**config.mk**
```make
export PLATFORM = sky130hd
export DESIGN_NAME = time_of_day_counter
export DESIGN_NICKNAME = d
export VERILOG_FILES = /design/src/rtl/clock_pkg.sv /design/src/rtl/bcd_mod_counter.sv /design/src/rtl/time_of_day_counter.sv
export SDC_FILE = /design/constraint.sdc
export NUM_CORES = 1
export LEC_CHECK = 0
export ABC_AREA = 1
export ABC_CLOCK_PERIOD_IN_PS = 2700
export CAP_MARGIN = 20
export CORE_MARGIN = 10
export CORE_UTILIZATION = 50
export CTS_CLUSTER_SIZE = 30
export DETAILED_ROUTE_END_ITERATION = 8
export HOLD_SLACK_MARGIN = 0.02
export PLACE_DENSITY = 0.73
export SYNTH_ARGS = -nofsm -noshare
export SYNTH_HDL_FRONTEND = slang
export SYNTH_SLANG_ARGS = --single-unit
```
**constraint.sdc**
```tcl
create_clock -name CLK_MHZ_50 -period 2.7 [get_ports CLK_MHZ_50]
set_input_delay 0.81 -clock CLK_MHZ_50 [delete_from_list [all_inputs] [get_ports CLK_MHZ_50]]
set_output_delay 0.81 -clock CLK_MHZ_50 [all_outputs]
set_load 0.02 [all_outputs]
```
**src/rtl/clock_pkg.sv**
```systemverilog
// Shared types and field limits for the time-of-day counter.
package clock_pkg;

    typedef logic [3:0] bcd_t;

    localparam int SEC_MAX  = 59;
    localparam int MIN_MAX  = 59;
    localparam int HR24_MAX = 23;
    localparam int HR12_MAX = 12;
    localparam int HR12_MIN = 1;

endpackage

```
**src/rtl/bcd_mod_counter.sv**
```systemverilog
// Two-digit BCD counter running MIN_VAL..MAX_VAL with a same-cycle carry strobe.
module bcd_mod_counter
    import clock_pkg::*;
#(
    parameter int MIN_VAL = 0,
    parameter int MAX_VAL = 59,
    parameter int RST_VAL = 0
) (
    input  logic clk,
    input  logic rst,
    input  logic clr,
    input  logic inc,
    output bcd_t ones,
    output bcd_t tens,
    output logic carry
);

    localparam bcd_t       MIN_ONES = bcd_t'(MIN_VAL % 10);
    localparam bcd_t       MIN_TENS = bcd_t'(MIN_VAL / 10);
    localparam bcd_t       MAX_ONES = bcd_t'(MAX_VAL % 10);
    localparam bcd_t       MAX_TENS = bcd_t'(MAX_VAL / 10);
    localparam bcd_t       RST_ONES = bcd_t'(RST_VAL % 10);
    localparam bcd_t       RST_TENS = bcd_t'(RST_VAL / 10);
    localparam logic [7:0] MIN_BIN  = 8'(MIN_VAL);
    localparam logic [7:0] MAX_BIN  = 8'(MAX_VAL);

    logic [7:0] value;
    logic       at_max;
    logic       illegal;
    logic       below_min;
    bcd_t       ones_next;
    bcd_t       tens_next;

    assign value = ({4'd0, tens} * 8'd10) + {4'd0, ones};

    generate
        if (MIN_VAL > 0) begin : g_min_check
            assign below_min = (value < MIN_BIN);
        end else begin : g_no_min_check
            assign below_min = 1'b0;
        end
    endgenerate

    // Any out-of-range value folds back to the minimum on its next increment.
    always_comb begin
        at_max    = (ones == MAX_ONES) && (tens == MAX_TENS);
        illegal   = (ones > 4'd9) || (value > MAX_BIN) || below_min;
        ones_next = ones + 4'd1;
        tens_next = tens;
        if (at_max || illegal) begin
            ones_next = MIN_ONES;
            tens_next = MIN_TENS;
        end else if (ones == 4'd9) begin
            ones_next = 4'd0;
            tens_next = tens + 4'd1;
        end
    end

    assign carry = inc && at_max;

    always_ff @(posedge clk or posedge rst) begin
        if (rst) begin
            ones <= RST_ONES;
            tens <= RST_TENS;
        end else if (clr) begin
            ones <= MIN_ONES;
            tens <= MIN_TENS;
        end else if (inc) begin
            ones <= ones_next;
            tens <= tens_next;
        end
    end

endmodule

```
**src/rtl/time_of_day_counter.sv**
```systemverilog
// BCD time-of-day keeper driven by an asynchronous 1 Hz tick, with a manual set mode.
module time_of_day_counter
    import clock_pkg::*;
#(
    parameter int SYNC_STAGES = 2,
    parameter int HOURS_24    = 1
) (
    input  logic CLK_MHZ_50,
    input  logic Clear,
    input  logic TICK_IN,
    input  logic RUN,
    input  logic INC_MIN,
    input  logic INC_HR,
    output bcd_t SEC_ONES,
    output bcd_t SEC_TENS,
    output bcd_t MIN_ONES,
    output bcd_t MIN_TENS,
    output bcd_t HR_ONES,
    output bcd_t HR_TENS,
    output logic PM,
    output logic SEC_PULSE,
    output logic DAY_PULSE
);

    localparam int   MSB    = SYNC_STAGES - 1;
    localparam logic IS_12H = (HOURS_24 == 0);
    localparam int   HR_MIN = IS_12H ? HR12_MIN : 0;
    localparam int   HR_MAX = IS_12H ? HR12_MAX : HR24_MAX;
    localparam int   HR_RST = IS_12H ? HR12_MAX : 0;

    logic [MSB:0] tick_sync;
    logic [MSB:0] min_sync;
    logic [MSB:0] hr_sync;
    logic [2:0]   last;
    logic         tick_edge;
    logic         min_edge;
    logic         hr_edge;
    logic         sec_inc;
    logic         min_inc;
    logic         hr_inc;
    logic         sec_carry;
    logic         min_carry;
    logic         hr_carry;
    logic         hr_is_11;
    logic         pm;
    logic         pm_toggle;
    logic         day_wrap;

    always_ff @(posedge CLK_MHZ_50 or posedge Clear) begin
        if (Clear) begin
            tick_sync <= '0;
            min_sync  <= '0;
            hr_sync   <= '0;
            last      <= '0;
        end else begin
            tick_sync <= {tick_sync[MSB-1:0], TICK_IN};
            min_sync  <= {min_sync[MSB-1:0], INC_MIN};
            hr_sync   <= {hr_sync[MSB-1:0], INC_HR};
            last      <= {hr_sync[MSB], min_sync[MSB], tick_sync[MSB]};
        end
    end

    assign tick_edge = tick_sync[MSB] & ~last[0];
    assign min_edge  = min_sync[MSB] & ~last[1];
    assign hr_edge   = hr_sync[MSB] & ~last[2];

    // RUN is used unsynchronized so a RUN change always overrides a coincident tick.
    assign sec_inc = RUN & tick_edge;
    assign min_inc = RUN ? sec_carry : min_edge;
    assign hr_inc  = RUN ? min_carry : hr_edge;

    bcd_mod_counter #(.MIN_VAL(0), .MAX_VAL(SEC_MAX), .RST_VAL(0)) u_sec (
        .clk   (CLK_MHZ_50),
        .rst   (Clear),
        .clr   (~RUN),
        .inc   (sec_inc),
        .ones  (SEC_ONES),
        .tens  (SEC_TENS),
        .carry (sec_carry)
    );

    bcd_mod_counter #(.MIN_VAL(0), .MAX_VAL(MIN_MAX), .RST_VAL(0)) u_min (
        .clk   (CLK_MHZ_50),
        .rst   (Clear),
        .clr   (1'b0),
        .inc   (min_inc),
        .ones  (MIN_ONES),
        .tens  (MIN_TENS),
        .carry (min_carry)
    );

    bcd_mod_counter #(.MIN_VAL(HR_MIN), .MAX_VAL(HR_MAX), .RST_VAL(HR_RST)) u_hr (
        .clk   (CLK_MHZ_50),
        .rst   (Clear),
        .clr   (1'b0),
        .inc   (hr_inc),
        .ones  (HR_ONES),
        .tens  (HR_TENS),
        .carry (hr_carry)
    );

    // 12h: the 11 -> 12 step flips AM/PM; leaving 11 PM is the midnight wrap.
    assign hr_is_11  = (HR_TENS == 4'd1) && (HR_ONES == 4'd1);
    assign pm_toggle = IS_12H && hr_inc && hr_is_11;
    assign day_wrap  = RUN && (IS_12H ? (hr_inc && hr_is_11 && pm) : hr_carry);

    always_ff @(posedge CLK_MHZ_50 or posedge Clear) begin
        if (Clear) begin
            pm        <= 1'b0;
            SEC_PULSE <= 1'b0;
            DAY_PULSE <= 1'b0;
        end else begin
            pm        <= pm ^ pm_toggle;
            SEC_PULSE <= sec_inc;
            DAY_PULSE <= day_wrap;
        end
    end

    assign PM = IS_12H && pm;

endmodule

```
==> results of run 1 <==
-- final cells by class --
type / instances / area [sq um]
fill: 462 / 1870
multi-input combinational: 251 / 1590
sequential: 35 / 876
timing repair buffer: 44 / 420
inverter: 44 / 165
clock buffer: 8 / 100
tap: 70 / 87.6
-- cells by family after synthesis --
logic type      count (synthesis)  synth area share
simple gates                  188             0.346
buf+inv                        46            0.0684
flops                          35             0.333
fa+ha+maj                      33             0.174
compound gates                 14            0.0276
xor+xnor                       14            0.0466
other cells                     1           0.00142
mux                             1           0.00380
-- state kept, by name (all words and copies together), names as in the netlist --
name	cells
last	3
u_min.tens	4
u_sec.tens	4
u_sec.ones	4
hr_sync	2
u_hr.tens	4
u_min.ones	4
min_sync	2
tick_sync	2
DAY_PULSE	1
SEC_PULSE	1
u_hr.ones	4
-- timing repair --
item                                    in CTS  in global routing
hold buffers                                 0                  0
gates resized for setup                      0                  4
endpoints found under the setup margin       0                  6
setup buffers                                0                  1
-- power by group through the flow --
stage	clock network, uW	registers, uW	logic [uW]
finish	416	756	1030
detailed placement	0	766	1020
floorplan	0	879	503
global route	453	777	1140
CTS	428	757	1030
global placement	0	760	998
-- routing by layer --
| layer | share of wire | vias to the layer above | GRT usage |
|---|---|---|---|
| met4 | 0.012 | 0 | 0.0424 |
| met3 | 0.062 | 7 | 0.0371 |
| li1 | - | 1168 | - |
| met2 | 0.49 | 52 | 0.242 |
| met1 | 0.44 | 1109 | 0.183 |
| met5 | 0 | - | 0 |
-- worst min-delay path by stage --
stage	startpoint	endpoint	cells past startpoint
final	hr_sync[0]	hr_sync[1]	0
after global routing	hr_sync[0]	hr_sync[1]	0
after CTS	min_sync[0]	min_sync[1]	0
after detailed placement	hr_sync[0]	hr_sync[1]	0
after global placement	hr_sync[0]	hr_sync[1]	0
after floorplan	hr_sync[0]	hr_sync[1]	0
-- cells in the final DEF, fill, tap and decap left out, types with 2 or more instances in the layout --
| master | n |
|---|---|
| fa_1 | 6 |
| buf_4 | 12 |
| and3_1 | 3 |
| clkdlybuf4s50_1 | 31 |
| xor2_1 | 9 |
| nand4_1 | 10 |
| a21oi_1 | 7 |
| dfrtp_1 | 35 |
| nand3b_1 | 7 |
| nand3_1 | 32 |
| clkbuf_8 | 7 |
| nor2_4 | 4 |
| inv_2 | 2 |
| o21ai_0 | 5 |
| nand2_2 | 7 |
| ha_1 | 27 |
| nor3_1 | 3 |
| xnor2_1 | 5 |
| nand2_1 | 79 |
| nor2_1 | 34 |
| inv_1 | 42 |
-- through the flow --
stage	setup TNS [ns]	instance area [sq um]	hold slack, ns	instances
2_1_floorplan	0	2630	0.331	332
3_3_place_gp	0	3110	0.333	443
3_5_place_dp	0	3110	0.336	443
4_1_cts	0	3210	0.351	451
5_1_grt	-0.0879	3240	0.365	452
6_report	0	3240	0.349	452
==> impl_metrics.toml, run 1 <==
[timing]
fin_ws_ns = 0.161
fmax_mhz = 394
setup_violations = 0
hold_violations = 0
max_slew_margin = 0.637
finClkSkew_ns = 0.00525
finalMaxSlewViolations = 0
tightestPinTransition_ns = 0.538
min_period_ns = 2.54
period_share = 0.940

[global_routing]
grt_usage = 0.146
first_global_vias = 2279
grt_max_degree = 36
antenna_found_initial = 0
grt_overflow = 0
grt_pass1_wl_mm = 10.5

[power]
leakagePower_uw = 0.00170
worst_ir_drop_vdd_uv = 550
internal_power_uw = 1290
p_total_uw = 2200
power_frac_comb = 0.468
power.density_nw_per_um2 = 679
power_switching_share = 0.415
switching_power_uw = 914
p_seq_frac = 0.344
clkPwrFrac = 0.189

[setup_path]
path_buf_inv = 0
path_cells = "ha_1, ha_1, fa_1, nand2_1, or2_1, nand3b_1, nand2_1, nand4_1, nand2_1, and3_1"
path_max_fanout = 5
r2r_cells = 10
cp.depth = 10
crit_path_frequent_cell = "nand2_1"
crit_slowest_cell = "fa_1"
rrSetupSlack_ns = 0.16
crit_path_start = "u_min.tens[3]"
path_class = "flip-flop to flip-flop"
cp-start-kind = "flip-flop"
rr_endpoint = "u_min.ones[0]"
critPathTopFamily = "adder cells"
cp-endpoint = "u_min.ones[0]"
arrival_ns = 2.71
endpoint_kind = "flip-flop"
cp_data_required_time_ns = 2.87
cpPeakStageDelay_ns = 0.56
r2r_start = "u_min.tens[3]"

[clock_network]
cts_root_buffer = "clkbuf_8"
clk_latency_ns = 0.28
cts.path.max_buffers = 2
cts.sinks = 35
path_clk_slew_ns = 0.07
cts.htree.levels = 2
cts_tree = "yes"
cts_buffers = 5

[layout]
n_antenna_cell = 0
fin_util = 0.635
fin_nets = 420
layout-drive-gt1-share = 0.107
syn2layout_area_growth_pct = 23.1

[synth]
ys.flop_type = "dfrtp_1"
yosysUniqueCellTypes = 30
syn_inst = 332
synth.largest_area_cell = "dfrtp_1"
ys_seq_area_frac = 0.333
synth_commonest_cells = "nand2_1 (80), inv_1 (42), dfrtp_1 (35)"
yosys_warnings = 0
synth.area.top_cells = "dfrtp_1 (33%), ha_1 (13%), nand2_1 (11%), nand3_1 (6.1%), inv_1 (6.0%)"
synth_nets = 371
yosysMostFrequentCell = "nand2_1"
synth-async-reset-ratio = 1.00
synth_top_area_frac = 0.333
synth-seq-cells = 35
syn_area_sq_um = 2630
synth_area_per_cell_sq_um = 7.93
synth_edf_count = 0

[place]
io_buffer_count = 31
hpwl_mm = 4.66
pre_cts_ws_ns = 0.126
gp_congestion = 0.834

[floorplan]
core_sq_um = 5110
die_area_sq_um = 8570
fp.dieH_um = 92.6
row_count = 26
start_util = 0.515
die_w_um = 92.6
io_pins = 33

[routing]
via_per_inst = 5.17
drc = 0
postRouteAntennaNets = 0
wl_per_cell_um = 13.1
totalWireLength_mm = 5.90
dr.pass1.iters = 6
drt_iter0_drc = 130
vias = 2336

[hold_path]
hold_path_class = "flip-flop to flip-flop"

[status]
status = "complete, no violations"

[flow_run]
drv_cap = 0
Note: power is estimated with default switching activity, not from simulation.
==> inputs of run 2 (changes only) <==
--- a/config.mk
+++ b/config.mk
@@ -13,6 +13,7 @@
 export CTS_CLUSTER_SIZE = 30
 export DETAILED_ROUTE_END_ITERATION = 8
 export HOLD_SLACK_MARGIN = 0.02
+export MAX_ROUTING_LAYER = met4
 export PLACE_DENSITY = 0.73
 export SYNTH_ARGS = -nofsm -noshare
 export SYNTH_HDL_FRONTEND = slang
==> run 2 against run 1 <==
Core utilization is the same. Wire length fell by 0.22%. Combinational power about the same. Global-route usage is 0.42 points higher. Fmax fell by 0.39%. Power about the same. Critical endpoint unchanged. Cell area stayed put. Via count fell by 0.26%. First-iteration DRC count stayed put. Die area is the same. Sequential power hardly changed.
==> impl_metrics.toml, run 2 (synthesis results as in run 1) <==
[floorplan]
row_count = 26
start_util = 0.515
fp.dieH_um = 92.6
core_sq_um = 5110
die_w_um = 92.6
die_area_sq_um = 8570
io_pins = 33

[global_routing]
first_global_vias = 2280
grt_pass1_wl_mm = 10.5
grt_max_degree = 36
grt_usage = 0.150
grt_overflow = 0
antenna_found_initial = 0

[setup_path]
path_max_fanout = 5
r2r_cells = 10
path_class = "flip-flop to flip-flop"
cp-start-kind = "flip-flop"
endpoint_kind = "flip-flop"
arrival_ns = 2.72
cp_data_required_time_ns = 2.87

[layout]
regArea_sq_um = 876
layout.cells.non_filler = 452
final_common_cell = "nand2_1"
fin_nets = 420
fillers = 462
layout-drive-gt1-share = 0.107
multi_input_area_sq_um = 1590
n_antenna_cell = 0
final_cell_mix = "nand2_1 (79), inv_1 (42), dfrtp_1 (35)"
syn2layout_area_growth_pct = 23.1

[clock_network]
cts_tree = "yes"
cts_root_buffer = "clkbuf_8"
cts.path.max_buffers = 2
cts.sinks = 35
cts_buffers = 5
clk_latency_ns = 0.28
path_clk_slew_ns = 0.07
cts.htree.levels = 2

[routing]
postRouteAntennaNets = 0
vias = 2330
drc = 0
via_per_inst = 5.15
totalWireLength_mm = 5.89
drt_iter0_drc = 130
wl_per_cell_um = 13.0
dr.pass1.iters = 6

[hold_path]
worst_hold_path.num_cells = 0
hold_path_class = "flip-flop to flip-flop"

[power]
p_total_uw = 2200
clkPwrFrac = 0.189
p_seq_frac = 0.344
power_frac_comb = 0.468
power.density_nw_per_um2 = 679
switching_power_uw = 913
internal_power_uw = 1290
power_switching_share = 0.415
worst_ir_drop_vdd_uv = 554
leakagePower_uw = 0.00170

[timing]
finalMaxSlewViolations = 0
fmax_mhz = 392
tightestPinTransition_ns = 0.538
hold_violations = 0
fin_ws_ns = 0.151
setup_violations = 0
setup_tns_ns = 0
min_period_ns = 2.55
max_slew_margin = 0.637
finClkSkew_ns = 0.00522
period_share = 0.944

[flow_run]
drv_cap = 0

[place]
placedCellCount = 443
hpwl_mm = 4.66
io_buffer_count = 31
pre_cts_ws_ns = 0.126
gp_congestion = 0.846

[status]
status = "complete, no violations"
run 2: worst paths after layout:
path / end / slack, ns / startpoint
hold / removal: hr_sync[1] / 0.35 / hr_sync[0]
hold reg to reg: hr_sync[1] / 0.35 / hr_sync[0]
max in group asynchronous: u_sec.ones[2] / 1.47 / Clear
setup / recovery: u_min.ones[0] / 0.15 / u_min.tens[3]
setup reg to reg: u_min.ones[0] / 0.15 / u_min.tens[3]
min in group asynchronous: hr_sync[0] / 0.92 / Clear
run 2: what timing repair did:
action | in CTS | in global routing
setup buffers | 0 | 1
hold buffers | 0 | 0
gates resized for setup | 0 | 4
hold endpoints to repair | 0 | 0
endpoints found under the setup margin | 0 | 6
run 2: cell type report:
cell class,instances,area share
clock buffer,8,0.0309
inverter,44,0.0509
multi-input combinational,251,0.491
sequential,35,0.270
tap,70,0.0270
timing repair buffer,44,0.130
run 2: power by group through the flow:
stage	sequential [uW]	combinational [uW]	clock, uW
finish	756	1030	415
global placement	760	998	0
floorplan	879	503	0
global route	777	1140	453
CTS	757	1030	428
detailed placement	766	1020	0
run 2: worst max-delay path: stages (launching register included):
cell      delay [ns]
dfrtp_1         0.42
ha_1            0.31
ha_1            0.20
fa_1            0.56
nand2_1         0.09
or2_1           0.23
nand3b_1        0.07
nand2_1         0.05
nand4_1         0.15
nand2_1         0.15
and3_1          0.18
run 2: stage by stage:
| stage | instance area (sq um) | hold WS, ns | util |
|---|---|---|---|
| 2_1_floorplan | 2630 | 0.331 | - |
| 3_3_place_gp | 3110 | 0.333 | 0.608 |
| 3_5_place_dp | 3110 | 0.336 | 0.608 |
| 4_1_cts | 3210 | 0.351 | 0.628 |
| 5_1_grt | 3240 | 0.365 | 0.635 |
| 6_report | 3240 | 0.349 | 0.635 |
run 2: per-layer routing:
| layer | track usage | routed length [um] | up-vias | share of wire |
|---|---|---|---|---|
| met5 | - | 0 | - | 0 |
| met4 | 0.0424 | 76 | 0 | 0.013 |
| met3 | 0.0299 | 289 | 9 | 0.049 |
| met2 | 0.242 | 2880 | 50 | 0.49 |
| met1 | 0.188 | 2640 | 1104 | 0.45 |
| li1 | - | - | 1167 | - |
==> RTL change 1, RTL diff (flow settings as in run 2) <==
The parameter `SYNC_STAGES` goes from 2 to 4.
--- a/src/rtl/time_of_day_counter.sv
+++ b/src/rtl/time_of_day_counter.sv
@@ -4,3 +4,3 @@
 #(
-    parameter int SYNC_STAGES = 2,
+    parameter int SYNC_STAGES = 4,
     parameter int HOURS_24    = 1
Behaviour: not the same (Yosys sat finds a counterexample within 4 cycles, from zero or initial values).
==> RTL change 1 against run 2 <==
  * Routed wire length increased by 1.2%
  * Sequential cell count grew 6
  * Combinational power hardly changed
  * Worst hold slack worse by 3.0 ps
  * Area after synthesis rose by 7.6%
  * Clock skew grew 3.4 ps
  * Count of clock-buffer cells in the layout fell by 2
  * Worst setup slack gained 45 ps
  * Power grew 4.5%
  * Critical path depth up 3
  * Design area grew 5.6%
==> RTL change 1: results (changes against run 2) <==
stage;metric;value;unit;change
outcome;status;completed;;
placement;placed_area;3308;µm²;+6.5%
logic_synthesis;yosys.cell_types.count;34;;+13%
grt;grt_pass1_wl;10140;µm;-3.0%
logic_synthesis;synth_common_cells;nand2_1 (92), inv_1 (45), dfrtp_1 (41), nand3_1 (33), nor2_1 (29);;
placement;dp_slack;165.6;ps;+39.34 ps
cells_and_area;multiInputGateArea;1619;µm²;+1.6%
cells_and_area;drive_above_1_share;13.12;%;+2.4 points
route;wl;5956;µm;+1.2%
cells_and_area;clkCellAreaFrac;2.413;%;-0.67 points
route;dr.first_iter.drc_count;146;;+12%
logic_synthesis;synthXorXnorAreaFrac;4.019;%;-0.64 points
grt;track_usage;13.95;%;-1.1 points
logic_synthesis;synthTopCellsByArea;dfrtp_1 (36%), nand2_1 (12%), ha_1 (12%);;
placement;dp.cells;465;;+5.0%
grt;use_met1;17.63;%;-1.1 points
route;routedLengthMet1;2836;µm;+7.4%
logic_synthesis;syn_inst;352;;+6.0%
cells_and_area;instances_no_fill;476;;+5.3%
grt;use_met3;2.985;%;about the same
cells_and_area;non_clock_inverter_count;50;;+14%
route;drt_first_pass_iters;4;;-2
cells_and_area;buf_share;12.14;%;-0.83 points
logic_synthesis;synthMuxAreaShare;0;%;-0.38 points
cells_and_area;flops_and_latches;41;;+17%
cells_and_area;filler_cell_count;488;;+5.6%
route;via_per_inst;4.979;;-3.4%
pwr;p_per_area;671.6;nW/µm²;-1.0%
sta;max_slew_margin;65.58;%;+1.8 points
pwr;p_leak;1.760;nW;+3.3%
pwr;p_sw_share;41.64;%;+0.12 points
logic_synthesis;syn-num-nets;391;;+5.4%
cells_and_area;finalNetCount;442;;+5.2%
logic_synthesis;synthAdderAreaFrac;16.17;%;-1.2 points
floorplan;num_rows;27;;+3.8%
logic_synthesis;ys_seq_area_share;36.22;%;+2.9 points
placement;gp_congestion;0.9013;;+6.5%
setup_path;slowest_stage;fa_1;;
grt;grt_pass1_vias;2279;;-0.044%
cells_and_area;num-clock-buffers;6;;-2
grt;use_met2;21.65;%;-2.6 points
setup_path;worstPathArrival;2740;ps;+20 ps
pwr;powerComb;1.03;mW;about the same
sta;fin_skew;8.593;ps;+3.377 ps
cells_and_area;nNonClkBuffers;45;;+2.3%
cells_and_area;multi_input_comb_cells;260;;+3.6%
cells_and_area;seq_share;30.02;%;+3.0 points
setup_path;cp_slowest_stage_delay;500;ps;-60 ps
pwr;power_frac_clock;16.6;%;-2.3 points
-- RTL change 1: changes by cell type in the layout (fill, tap and decap cells not counted), moves of 3 or more --
cell | before | now
inv_1 | 42 | 45
nor2_1 | 34 | 29
nand2_1 | 79 | 91
nand2_2 | 7 | 3
nor2_2 | 1 | 9
dfrtp_1 | 35 | 40
nand4_1 | 10 | 6
-- RTL change 1: worst paths after layout --
check                                          start                         to  slack [ps]  cells past startpoint
setup / recovery           u_min.tens[1]$_DFFE_PP0P_  u_min.tens[2]$_DFFE_PP0P_         200                     13
hold / removal                tick_sync[2]$_DFF_PP0_     tick_sync[3]$_DFF_PP0_         350                      0
setup reg to reg           u_min.tens[1]$_DFFE_PP0P_  u_min.tens[2]$_DFFE_PP0P_         200                     13
hold reg to reg               tick_sync[2]$_DFF_PP0_     tick_sync[3]$_DFF_PP0_         350                      0
max in group asynchronous                      Clear  u_min.tens[1]$_DFFE_PP0P_        1370                      3
min in group asynchronous                      Clear   u_hr.tens[1]$_DFFE_PP0P_         940                      3
